$ cat config.mk
export PLATFORM = sky130hd
export DESIGN_NAME = uart_tx_arbiter
export DESIGN_NICKNAME = d
export VERILOG_FILES = /design/src/rtl/uart_arb_pkg.sv /design/src/rtl/uart_rr_pick.sv /design/src/rtl/uart_tx_arbiter.sv
export SDC_FILE = /design/constraint.sdc
export NUM_CORES = 1
export LEC_CHECK = 0
export BUFFER_PORTS_ARGS = -buffer_cell sky130_fd_sc_hd__buf_2
export CAP_MARGIN = 20
export CELL_PAD_IN_SITES_DETAIL_PLACEMENT = 1
export CELL_PAD_IN_SITES_GLOBAL_PLACEMENT = 1
export CORE_UTILIZATION = 32
export CTS_CLUSTER_DIAMETER = 60
export DETAILED_ROUTE_END_ITERATION = 10
export PLACE_DENSITY_LB_ADDON = 0.15
export SLEW_MARGIN = 0
export SYNTH_ARGS = -nofsm -noshare
export SYNTH_HDL_FRONTEND = slang
export SYNTH_SLANG_ARGS = --single-unit
$ cat constraint.sdc
create_clock -name HCLK -period 2.04 [get_ports HCLK]
set_input_delay 0.408 -clock HCLK [delete_from_list [all_inputs] [get_ports HCLK]]
set_output_delay 0.408 -clock HCLK [all_outputs]
set_load 0.01 [all_outputs]
$ cat src/rtl/uart_arb_pkg.sv
// Shared types and defaults for the UART TX write-port arbiter.
// Width helpers keep the top and the picker in agreement.
package uart_arb_pkg;

  typedef enum logic {
    IDLE = 1'b0,
    XFER = 1'b1
  } arb_state_e;

  localparam int NREQ_DEF     = 4;
  localparam int DWIDTH_DEF   = 8;
  localparam int MAXBURST_DEF = 16;
  localparam int TIMEOUT_DEF  = 64;

  // Grant index width; never below one bit
  function automatic int gw_f(input int n);
    return (n > 1) ? $clog2(n) : 1;
  endfunction

  // Byte counter width, must hold MAXBURST itself
  function automatic int cw_f(input int m);
    return $clog2(m + 1);
  endfunction

  localparam int GW = gw_f(NREQ_DEF);
  localparam int CW = cw_f(MAXBURST_DEF);

endpackage

$ cat src/rtl/uart_rr_pick.sv
// Rotating-priority encoder: first set request at or above ptr,
// wrapping modulo NREQ. Shared with the RX-side demultiplexer.
module uart_rr_pick #(
  parameter int NREQ = 4,
  parameter int GW   = 2
) (
  input  logic [NREQ-1:0] req_i,
  input  logic [GW-1:0]   ptr_i,
  output logic [GW-1:0]   win_o,
  output logic            any_o
);

  int idx;

  // Scan downward so the lowest rotated offset wins last
  always_comb begin
    win_o = '0;
    idx   = 0;
    any_o = |req_i;
    for (int k = NREQ - 1; k >= 0; k--) begin
      idx = int'(ptr_i) + k;
      if (idx >= NREQ) idx = idx - NREQ;
      if (req_i[idx]) win_o = GW'(idx);
    end
  end

endmodule

$ cat src/rtl/uart_tx_arbiter.sv
// Packet-granular round-robin arbiter for the UART TX FIFO port.
// Grant held per packet, with burst cap and idle timeout.
module uart_tx_arbiter
  import uart_arb_pkg::*;
#(
  parameter int NREQ     = NREQ_DEF,
  parameter int DWIDTH   = DWIDTH_DEF,
  parameter int MAXBURST = MAXBURST_DEF,
  parameter int TIMEOUT  = TIMEOUT_DEF
) (
  input  logic                   HCLK,
  input  logic                   HRESET,
  input  logic [NREQ-1:0]        req_valid,
  input  logic [NREQ*DWIDTH-1:0] req_data,
  input  logic [NREQ-1:0]        req_last,
  output logic [NREQ-1:0]        req_ready,
  input  logic                   fifo_full,
  output logic                   fifo_wr,
  output logic [DWIDTH-1:0]      fifo_wdata,
  output logic [gw_f(NREQ)-1:0]  grant_id,
  output logic                   busy,
  output logic                   timeout_evt
);

  localparam int GW = gw_f(NREQ);
  localparam int CW = cw_f(MAXBURST);

  arb_state_e        state_q;
  logic [GW-1:0]     rr_ptr_q;
  logic [GW-1:0]     rr_ptr_d;
  logic [GW-1:0]     grant_q;
  logic [GW-1:0]     pick_idx;
  logic [CW-1:0]     byte_cnt_q;
  logic [CW-1:0]     byte_cnt_d;
  logic [7:0]        idle_cnt_q;
  logic [7:0]        idle_cnt_d;
  logic              busy_q;
  logic              tevt_q;
  logic              any_valid;
  logic              in_xfer;
  logic              sel_valid;
  logic              sel_last;
  logic              xfer;
  logic              rel_xfer;
  logic              rel_tout;
  logic [DWIDTH-1:0] sel_data;

  uart_rr_pick #(
    .NREQ (NREQ),
    .GW   (GW)
  ) u_pick (
    .req_i (req_valid),
    .ptr_i (rr_ptr_q),
    .win_o (pick_idx),
    .any_o (any_valid)
  );

  // Grantee mux, handshake and release conditions
  always_comb begin
    sel_valid  = req_valid[grant_q];
    sel_last   = req_last[grant_q];
    sel_data   = req_data[int'(grant_q)*DWIDTH +: DWIDTH];
    in_xfer    = (state_q == XFER) && !HRESET;
    xfer       = in_xfer && sel_valid && !fifo_full;
    byte_cnt_d = byte_cnt_q + CW'(1);
    idle_cnt_d = idle_cnt_q + 8'd1;
    rel_xfer   = xfer &&
                 (sel_last || (byte_cnt_d == CW'(MAXBURST)));
    rel_tout   = in_xfer && !sel_valid &&
                 (idle_cnt_d == 8'(TIMEOUT));
    rr_ptr_d   = (grant_q == GW'(NREQ - 1)) ?
                 '0 : grant_q + GW'(1);
    req_ready  = '0;
    if (in_xfer && !fifo_full) req_ready[grant_q] = 1'b1;
    fifo_wr    = xfer;
    fifo_wdata = xfer ? sel_data : '0;
  end

  // Arbitration FSM with counters and registered status
  always_ff @(posedge HCLK) begin
    if (HRESET) begin
      state_q    <= IDLE;
      rr_ptr_q   <= '0;
      grant_q    <= '0;
      byte_cnt_q <= '0;
      idle_cnt_q <= '0;
      busy_q     <= 1'b0;
      tevt_q     <= 1'b0;
    end else begin
      tevt_q <= 1'b0;
      unique case (state_q)
        IDLE: begin
          if (any_valid) begin
            state_q    <= XFER;
            grant_q    <= pick_idx;
            byte_cnt_q <= '0;
            idle_cnt_q <= '0;
            busy_q     <= 1'b1;
          end
        end
        XFER: begin
          if (xfer) begin
            byte_cnt_q <= byte_cnt_d;
            idle_cnt_q <= '0;
          end else if (!sel_valid) begin
            idle_cnt_q <= idle_cnt_d;
          end
          if (rel_xfer || rel_tout) begin
            state_q  <= IDLE;
            busy_q   <= 1'b0;
            rr_ptr_q <= rr_ptr_d;
          end
          tevt_q <= rel_tout;
        end
        default: state_q <= IDLE;
      endcase
    end
  end

  assign grant_id    = grant_q;
  assign busy        = busy_q;
  assign timeout_evt = tevt_q;

endmodule

**After elaboration in Yosys (flattened, before gate mapping)**

Cells that the tools add are included.
W data, S select, Z words.

- Memories kept: 0
- Bits in read-only memories: 0
- Input bits: 43
- Word-level logic and storage cells: 98
- Memory bits (writable): 0
- Latch bits: 0
- Register bits after elaboration: 20
- Output and inout port bits: 17

- Add/sub/neg operators: 10
- $lt $le $gt $ge: 10
- Multiply operators: 0
- Eq/ne operators: 7
- Divide/modulo/power cells: 0
- Bitwise logic cells: 1
- Muxes and demuxes: 42
- Shift-type cells: 1
- Reductions and logical operators: 20

Operators by type and width:

| kind | number |
|---|---|
| $lt A32 B4 Y1 const B | 4 |
| $mux W32 | 4 |
| $ge A32 B4 Y1 const B | 3 |
| $sub A32 B4 Y32 const B | 3 |
| $mux W8 | 4 |
| $shiftx A32 B6 Y8 | 1 |
| $pmux W8 S2 | 1 |
| $mux W1 | 15 |
| $bmux W1 S2 | 6 |
| $mux W2 | 5 |
| $mux W5 | 2 |
| $pmux W5 S2 | 1 |
| $reduce_and A2 Y1 | 5 |
| $add A8 B1 Y8 const B | 1 |
| $eq A8 B7 Y1 const B | 1 |
| $logic_and A1 B1 Y1 | 8 |
| $add A2 B2 Y3 const B | 2 |
| $add A5 B1 Y5 const B | 1 |
| $eq A5 B5 Y1 const B | 1 |
| $mux W4 | 1 |
| $ne A2 B2 Y1 const B | 2 |
| $pmux W1 S2 | 2 |
| $reduce_or A4 Y1 | 1 |
| $sub A2 B3 Y4 const B | 1 |
| other kinds (13) | 16 |

**Longest topological paths before layout**

Gate-level depths: netlist of the first run.

- Word-level depth: 10
- Mapped depth: 7
- Depth with buffers taken out: 6

**Hierarchy**

Synthesis of the first run repeated with hierarchy kept, for this count alone.

- Cell total of the unflattened synthesis: 171
- Area, all modules: 1,492.7 sq um

By module, submodules not included:

| module | area an instance (sq um) | sequential area each (sq um) | cells an instance | times used |
|---|---|---|---|---|
| uart_tx_arbiter | 1,415.1 | 400.4 | 158 | 1 |
| uart_rr_pick | 77.6 | 0.0 | 13 | 1 |

**Worst setup path after synthesis of the first run**

OpenSTA, ideal clock, no wires.

- Path kind: register to output
- From: register grant_q[0], in the netlist grant_id[0]
- To: output fifo_wdata[0]
- Buffers on the path: 2
- Stages on the path, launching flop included: 5
- Data required time: 1,632 ps
- Path slack: 85 ps
- Data arrival time: 1,547 ps
- Path through: dfxtp_1 buf_6 buf_2 mux4_2 and3_1

- Cells in the longest elaborated chain, start to end: 5
- Elaborated cells on any way between the ends: 6
- Classes of those cells: shift: 1; mux: 3; reduce/logical: 2

Ends and longest elaborated chain:

| element | line | RTL |
|---|---|---|
| start, declared | uart_tx_arbiter.sv:31 | `logic [GW-1:0] grant_q;` |
| start signal, assigned | uart_tx_arbiter.sv:95 | `grant_q <= pick_idx;` |
| parallel branches: the longest is 4 deep, another holds $shiftx A32 B6 Y8 | - |  |
| $mux W8 (*) | uart_tx_arbiter.sv:76 | `fifo_wdata = xfer ? sel_data : '0;` |
| end, declared | uart_tx_arbiter.sv:19 | `output logic [DWIDTH-1:0] fifo_wdata,` |

Every way passes the cells marked *. The select of a mux whose other input is x is not followed.

**Worst setup path in the final report of the first run**

- From: register grant_q[0], in the netlist grant_id[0]
- To: output fifo_wdata[5]

Same word-level chain as after synthesis.

==> results of run 1 <==
[final cells by class]
type                            count  area, um^2  area share
Clock buffer                        3        41.3      0.0189
Inverter                            6        30.0      0.0137
Multi-Input combinational cell    136        1140       0.520
Sequential cell                    20         407       0.186
Tap cell                           52        65.1      0.0298
Timing Repair Buffer               79         507       0.232
[stage by stage]
stage | std cells | TNS [ns] | total power [mW] | hold slack [ns]
final | 296 | -0.0724 | 0.944 | 0.524
after global routing | 296 | -0.572 | 1.00 | 0.550
after CTS | 290 | -0.0314 | 0.930 | 0.527
after detailed placement | 285 | 0 | 0.652 | 0.510
after global placement | 285 | 0 | 0.638 | 0.480
after floorplan | 170 | 0 | 0.545 | 0.451
[state kept, by name (all words and copies together), names as in the netlist]
name / count
busy: 1
byte_cnt_q: 5
grant_id: 2
idle_cnt_q: 8
rr_ptr_q: 2
state_q: 1
timeout_evt: 1
[critical path: cells and delay by family, from the launching register on]
| kind | cells | cell delay, ns |
|---|---|---|
| flip-flops | 1 | 0.42 |
| multiplexers | 1 | 0.65 |
| buffers and inverters | 1 | 0.14 |
| AND/OR/NAND/NOR | 1 | 0.18 |
[per-layer routing]
metal,global-route usage,share of wire,wire length [um]
met4,0.0501,0.019,108
met2,0.408,0.52,2870
met5,0,0,0
met1,0.260,0.41,2270
met3,0.0492,0.058,322
[synthesized netlist by cell type, types with 2 or more instances]
library cell               count
sky130_fd_sc_hd__o221ai_1      2
sky130_fd_sc_hd__nor2b_1       2
sky130_fd_sc_hd__and2_1        6
sky130_fd_sc_hd__o21ai_1       6
sky130_fd_sc_hd__a21o_1        2
sky130_fd_sc_hd__nand2b_1      3
sky130_fd_sc_hd__nor3_1        4
sky130_fd_sc_hd__nor3b_1       3
sky130_fd_sc_hd__a211oi_1      4
sky130_fd_sc_hd__o21ai_0       4
sky130_fd_sc_hd__nand3b_1      3
sky130_fd_sc_hd__clkbuf_1      5
sky130_fd_sc_hd__mux2_4        3
sky130_fd_sc_hd__buf_6         2
sky130_fd_sc_hd__nor2_1       17
sky130_fd_sc_hd__dfxtp_1      20
sky130_fd_sc_hd__inv_1         5
sky130_fd_sc_hd__ha_1          7
sky130_fd_sc_hd__nand2_1       4
sky130_fd_sc_hd__a21oi_1      15
sky130_fd_sc_hd__nand4b_1      2
sky130_fd_sc_hd__mux4_2       10
sky130_fd_sc_hd__nand3_1       4
sky130_fd_sc_hd__and3_1       10
[final timing paths]
path | depth (start not counted) | endpoint | slack (ns) | from
setup / recovery | 3 | fifo_wdata[5] | -0.02 | grant_id[0]
hold / removal | 1 | byte_cnt_q[4] | 0.52 | byte_cnt_q[4]
setup reg to reg | 6 | rr_ptr_q[0] | 0.05 | grant_id[0]
hold reg to reg | 1 | byte_cnt_q[4] | 0.52 | byte_cnt_q[4]
[logic make-up after synthesis]
| logic type | count (synthesis) | synth area share |
|---|---|---|
| buffers and inverters | 15 | 0.0467 |
| XOR/XNOR | 2 | 0.0113 |
| flip-flops | 20 | 0.258 |
| AO/OA/AOI/OAI | 45 | 0.195 |
| adder cells (fa/ha/maj) | 7 | 0.0564 |
| AND/OR/NAND/NOR | 67 | 0.251 |
| multiplexers | 14 | 0.181 |
[power groups by stage]
stage	sequential (mW)	combinational, mW	clock [mW]
floorplan	0.419	0.126	0
finish	0.414	0.266	0.264
global placement	0.419	0.219	0
global route	0.416	0.288	0.298
CTS	0.412	0.241	0.277
detailed placement	0.421	0.232	0
[placed cells by master (no fill, tap or decap), types with 2 or more instances in the layout]
master / Yosys / routed
sky130_fd_sc_hd__buf_2: 1 / 54
sky130_fd_sc_hd__buf_4: 0 / 18
sky130_fd_sc_hd__nor2_1: 17 / 17
sky130_fd_sc_hd__dfxtp_1: 20 / 17
sky130_fd_sc_hd__a21oi_1: 15 / 15
sky130_fd_sc_hd__mux4_2: 10 / 10
sky130_fd_sc_hd__and3_1: 10 / 6
sky130_fd_sc_hd__and2_1: 6 / 6
sky130_fd_sc_hd__o21ai_1: 6 / 6
sky130_fd_sc_hd__ha_1: 7 / 5
sky130_fd_sc_hd__buf_6: 2 / 5
sky130_fd_sc_hd__and3_4: 0 / 4
sky130_fd_sc_hd__inv_1: 5 / 4
sky130_fd_sc_hd__nand2_1: 4 / 4
sky130_fd_sc_hd__o21ai_0: 4 / 4
sky130_fd_sc_hd__nand3_1: 4 / 4
sky130_fd_sc_hd__a211oi_1: 4 / 4
sky130_fd_sc_hd__nor3_1: 4 / 4
sky130_fd_sc_hd__mux2_4: 3 / 3
sky130_fd_sc_hd__nand2b_1: 3 / 3
sky130_fd_sc_hd__nand3b_1: 3 / 3
sky130_fd_sc_hd__nor3b_1: 3 / 3
sky130_fd_sc_hd__clkbuf_8: 0 / 3
sky130_fd_sc_hd__nor2b_1: 2 / 2
sky130_fd_sc_hd__nand4b_1: 2 / 2
sky130_fd_sc_hd__o221ai_1: 2 / 2
sky130_fd_sc_hd__a21o_1: 2 / 2
sky130_fd_sc_hd__ha_2: 0 / 2
sky130_fd_sc_hd__dfxtp_2: 0 / 2
[what timing repair did]
action	CTS	global route
pin swaps	1	2
setup buffers	2	4
endpoints found under the setup margin	9	11
gates resized for setup	6	17
gates cloned	0	2
==> results.md, run 1 <==
Outcome:
- The run finished, with violations left.
- The final reports fail on setup timing.

Pwr:
- Power spread over the standard cell area amounts to 432 nW/um^2.
- The worst ir drop on vdd is 0.279 mV.
- The share of total power dissipated in sequential elements is 0.439.
- In this run the power spent charging and discharging nets is 0.276 mW.
- The relative contribution of combinational cells to total power is 0.281.
- The internal power of the cells is 0.669 mW.
- Of the total power, the clock network draws 0.280.
- For this design the static power due to leakage is 0.982 nW.
- Of the total power, the share spent switching nets is 0.292.

Final layout:
- The end-of-flow core utilization is 0.485.
- In the final layout, the share of cells above drive strength 1 is 0.471.
- The number of antenna diodes in the final layout is 0.
- The design area is 2190 um^2.
- Relative to the synthesized area, the layout overhead comes to 40.8%.
- The final layout contains 296 nets.
- The filler cell count in the final layout is 559.

Floorplanning:
- 60 I/O pins were placed.
- The initial standard-cell utilization of the core is 0.345.
- The number of rows in the core area is 24.
- The core region is 4500 um^2.
- The die outline height is 71.7 um.
- The die span in x is 71.7 um.
- The die area is 5140 um^2.

Critical path:
- Of all nets on the critical path, the largest fanout is 6.
- The type of the worst setup path is reg -> out.
- Data on the critical path is required at its endpoint by 1.63 ns.
- The endpoint class of the critical path is an output port.
- The signal on the critical path passes through mux4_1 > and3_1 > buf_2.
- At the worst endpoint, the arrival time is 1.66 ns.
- The type of element launching the critical path is a flip-flop.
- The slowest stage of the critical path is the sky130_fd_sc_hd__mux4_1 cell.
- On the worst path, the slowest cell contributes a delay of 0.65 ns.

CTS:
- The library cell used as clock root buffer is sky130_fd_sc_hd__clkbuf_8.
- The number of CTS-inserted buffers is 3.
- The number of buffers inserted by hold repair at cts is 0.
- The TritonCTS clock tree is yes.
- The longest clock path from root to sink contains 2 buffers.
- The total number of clock tree sinks is 20.
- The clock transition at the register clock pins on the worst setup and hold paths after CTS is 0.07 ns.
- The clock insertion delay at the later pin of the skew report is 0.26 ns.
- CTS built an H-tree with a depth of 1.

Routing:
- The routed length per instance is 18.8 um.
- The count of nets left with antenna violations once routing finished came out at 0.
- The DRC violation count after routing is 0.
- The overall routed net length is 5570 um.
- The number of design-rule violations left by the first detailed-router iteration is 77.
- The via count is 1693.
- The first TritonRoute pass finished after 4 iterations.
- The via-per-instance ratio is 5.72.

Logic synthesis:
- The post-synthesis instance area is 1550 um^2.
- After synthesis the netlist holds a flip-flop and latch count of 20.
- The warning count from the yosys run is 0.
- By area the synthesized netlist is led by sky130_fd_sc_hd__dfxtp_1 (26%), sky130_fd_sc_hd__mux4_2 (15%), sky130_fd_sc_hd__ha_1 (5.6%).
- The cell type with the largest total area after synthesis is sky130_fd_sc_hd__dfxtp_1.
- Synthesis handed over a netlist of 170 instances.
- The fraction of post-synthesis cell area in the top cell type by area is 0.258.
- The number of distinct standard cells referenced by the synthesized netlist is 51.
- Synthesis produced a netlist with a net count of 220.
- For this run, the leading register cell type out of synthesis is sky130_fd_sc_hd__dfxtp_1.
- The share of the Yosys chip area taken by registers is 0.258.
- In the synthesized netlist the async set-or-reset flop fraction comes to 0.
- Yosys mapped a number of flops with a built-in enable equal to 0.
- The per-instance average area after synthesis is 9.13 um^2.

Placement:
- OpenSTA, run right after detailed placement, puts the worst setup slack at 0.0258 ns.
- The post-detailed-placement cell area is 1960 um^2.
- The detailed placement HPWL is 4140 um.
- The final weighted congestion in routability-driven placement is 0.824.
- Buffers placed on the I/O ports in this run total 59.

Timing:
- The count of final max-slew check failures is 0.
- Measured against its own limit, the worst slew margin works out to 0.677.
- The hold violation total from the final report was 0.
- Timing would allow up to 0.484 GHz.
- In the finished design, the share of the clock period the worst path needs comes to 1.01.
- Setup repair after global routing could not meet its margin everywhere.
- The slew at the pin with the worst max-slew slack is 0.472 ns.
- Setup slack on the critical path of the routed design comes to -0.0244 ns.
- The final critical path time including I/O delays and setup is 2.06 ns.
- Setup violations remaining at the end of the flow were counted as 5.
- Clock skew on the completed layout was measured at 0.00228 ns.

Global routing:
- The initial antenna violation count is 0.
- The number of global-route vias before repair is 1776.
- The overall global routing resource usage is 0.221.
- The total congestion overflow is 0.
- The first global-routing pass estimated 8810 um of wire.
- Entering global routing, the biggest net connects 16 pins.

Hold path:
- The class of the tightest hold or removal check is reg -> reg.

Job:
- Max-cap violations in this run came to 0.
No activity file was read; power rests on OpenSTA's default activity.
==> inputs of run 2 (changes only) <==
Settings changed: CORE_ASPECT_RATIO set to 0.7.
==> run 2 against run 1 <==
Critical endpoint is now fifo_wr. Largest cell class unchanged. The run now ends clean. Global-route usage is 1.7 points lower. Clock skew up 0.0018 ns. Cell area is 3.3% lower.
==> results.md, run 2 (same netlist as run 1, synthesis figures left out) <==
CTS:
- The buffer levels on the longest clock path is 2.
- Buffers inserted during clock tree synthesis total 3.
- CTS built an H-tree with a depth of 1.
- In this run the clock root is driven by a sky130_fd_sc_hd__clkbuf_8.
- After clock tree synthesis, the clock-pin slew on the worst setup and hold paths is 0.09 ns.
- The total number of clock tree sinks is 20.
- The clock reaches the later pin of the worst-skew pair after 0.26 ns.
- TritonCTS built the clock tree.

Critical path:
- The worst setup path is launched from a flip-flop.
- The critical path goes through mux4_2 > buf_4 > nand2_4 > inv_4 > buf_2.
- The endpoint class of the critical path is an output port.
- Data on the critical path arrives at its endpoint at 1.62 ns.
- By startpoint and endpoint, the worst setup path is classified as reg -> out.
- The largest stage delay on the critical path is 0.53 ns.
- Along the worst path, the maximum fanout reaches 9.
- The master of the slowest instance on the critical path is sky130_fd_sc_hd__mux4_2.
- The required arrival time at the worst endpoint is 1.63 ns.

Global routing:
- For this run, the total global-route usage over all layers was measured as 0.204.
- The initial antenna violation count is 0.
- The total congestion overflow is 0.
- The number of global-route vias before repair is 1688.
- The maximum number of pins on one net before global-route repair is 20.
- The first-pass GRT wire length is 8040 um.

Routing:
- For this run, the detailed router's first-pass iteration total came to 4.
- After detailed routing, the number of vias per cell comes to 5.61.
- The detailed router finished its first iteration with 83 violations.
- After detailed routing, the total wire length is 5170 um.
- Dividing the detail-routed wire length by the instance count gives 17.4 um.
- In the routed design, unresolved DRC markers number 0.
- The residual antenna-violating net count after detailed routing is 0.
- The detailed router placed 1666 vias in this run.

Timing:
- The worst hold margin is 0.516 ns.
- The final critical path time including I/O delays and setup is 2.02 ns.
- The share of the clock period used by the worst path after layout is 0.992.
- The worst pin sits at a relative slew slack of 0.578.
- After routing, the total negative slack on setup checks comes to 0 ns.
- The setup skew after layout is 0.00405 ns.
- For the pin with the worst max-slew slack, the measured transition is 0.630 ns.
- The hold violation total from the final report is 0.
- Setup repair after global routing could not meet its margin everywhere.
- Setup violations remaining at the end of the flow were counted as 0.
- The count of final max-slew check failures was 0.
- The maximum clock rate is 0.494 GHz.

Final layout:
- The finished layout holds 297 standard cells, fillers aside.
- The commonest non-fill, non-tap cell in the layout is sky130_fd_sc_hd__buf_2.
- The design area is 2110 um^2.
- Of the cells placed in the final design, the portion with a size suffix greater than 1 is 0.446.
- The area growth from synthesis to layout is 36.2%.
- The flip-flop count of the largest register after layout is 8.
- The count of antenna diodes in the layout is 0.
- After the last flow step, the layout net total stands at 293.
- The register name with the most flops is idle_cnt_q.
- The library cells used most frequently in the layout, excluding fill and tap cells, are sky130_fd_sc_hd__buf_2 (59), sky130_fd_sc_hd__nor2_1 (17), sky130_fd_sc_hd__dfxtp_1 (17), sky130_fd_sc_hd__buf_4 (16), sky130_fd_sc_hd__a21oi_1 (15).
- The largest registers in the layout are idle_cnt_q: 8 flops, byte_cnt_q: 5 flops.

Placement:
- The congestion estimate from routability-driven global placement came to 0.814.
- The number of I/O port buffers is 59.
- Including well taps, the total number of placed cells is 289.
- The wire-length estimate of the detail-placed layout is 4020 um.
- The placed instances occupy a cell area of 1980 um^2.

Pwr:
- The worst ir drop on vdd is 0.312 mV.
- The analysis attributes to cell leakage a power of 0.981 nW.
- The overall power after layout is 1.07 mW.
- The areal power density over the cells is 508 nW/um^2.

Outcome:
- The run finished with clean final reports.

Floorplanning:
- The die outline height is 60.3 um.
- 60 I/O pins were placed.
- The number of rows in the core area is 20.
- The initial standard-cell utilization of the core is 0.345.
- The core region is 4500 um^2.
- The die span in x is 85.3 um.
- The die area is 5140 um^2.

Hold path:
- The class of the tightest hold or removal check is reg -> reg.

Job:
- The reported max-cap violation count is 0.
## run 2: worst paths after layout
| path | slack, ns | depth (start not counted) | from | to |
|---|---|---|---|---|
| hold reg to reg | 0.52 | 1 | byte_cnt_q[4] | byte_cnt_q[4] |
| setup / recovery | 0.02 | 5 | grant_id[0] | fifo_wr |
| hold / removal | 0.52 | 1 | byte_cnt_q[4] | byte_cnt_q[4] |
| setup reg to reg | 0.09 | 6 | idle_cnt_q[0] | rr_ptr_q[0] |
## run 2: metrics by stage
| stage | worst slack (ns) | utilization |
|---|---|---|
| after floorplan | 0.0852 | - |
| final | 0.0158 | 0.469 |
| after detailed placement | 0.0486 | 0.441 |
| after CTS | 0.00102 | 0.464 |
| after global placement | 0.121 | 0.441 |
| after global routing | -0.0497 | 0.469 |
## run 2: timing repair
item                                    4_1_cts  5_1_grt
endpoints found under the setup margin        9       15
hold buffers                                  0        0
setup buffers                                 3        1
resized for setup                             4        5
## run 2: worst max-delay path: cells and delay by family, from the launching register on
family,cells,cell delay (ns)
mux,1,0.53
flops,1,0.39
buf+inv,3,0.37
simple gates,1,0.07
## run 2: per-layer routing
layer	GRT usage	part of all wire	vias to the layer above
li1	-	-	788
met2	0.397	0.50	45
met4	0.0476	0.012	0
met5	0	0	-
met3	0.0414	0.049	8
met1	0.234	0.44	825
## run 2: where the power goes
group / internal, mW / switching, mW / total, mW
registers: 0.399 / 0.0123 / 0.411
clock network: 0.262 / 0.149 / 0.411
logic: 0.130 / 0.122 / 0.252
total: 0.791 / 0.283 / 1.07
## run 2: final cells by class
class / count / area (um^2)
clock inverters: 1 / 30.0
repair buffers: 77 / 447
well taps: 55 / 68.8
clock buffers: 3 / 41.3
multi-input cells: 135 / 1100
fillers: 544 / 2390
flip-flops and latches: 20 / 407
inverters: 6 / 25.0
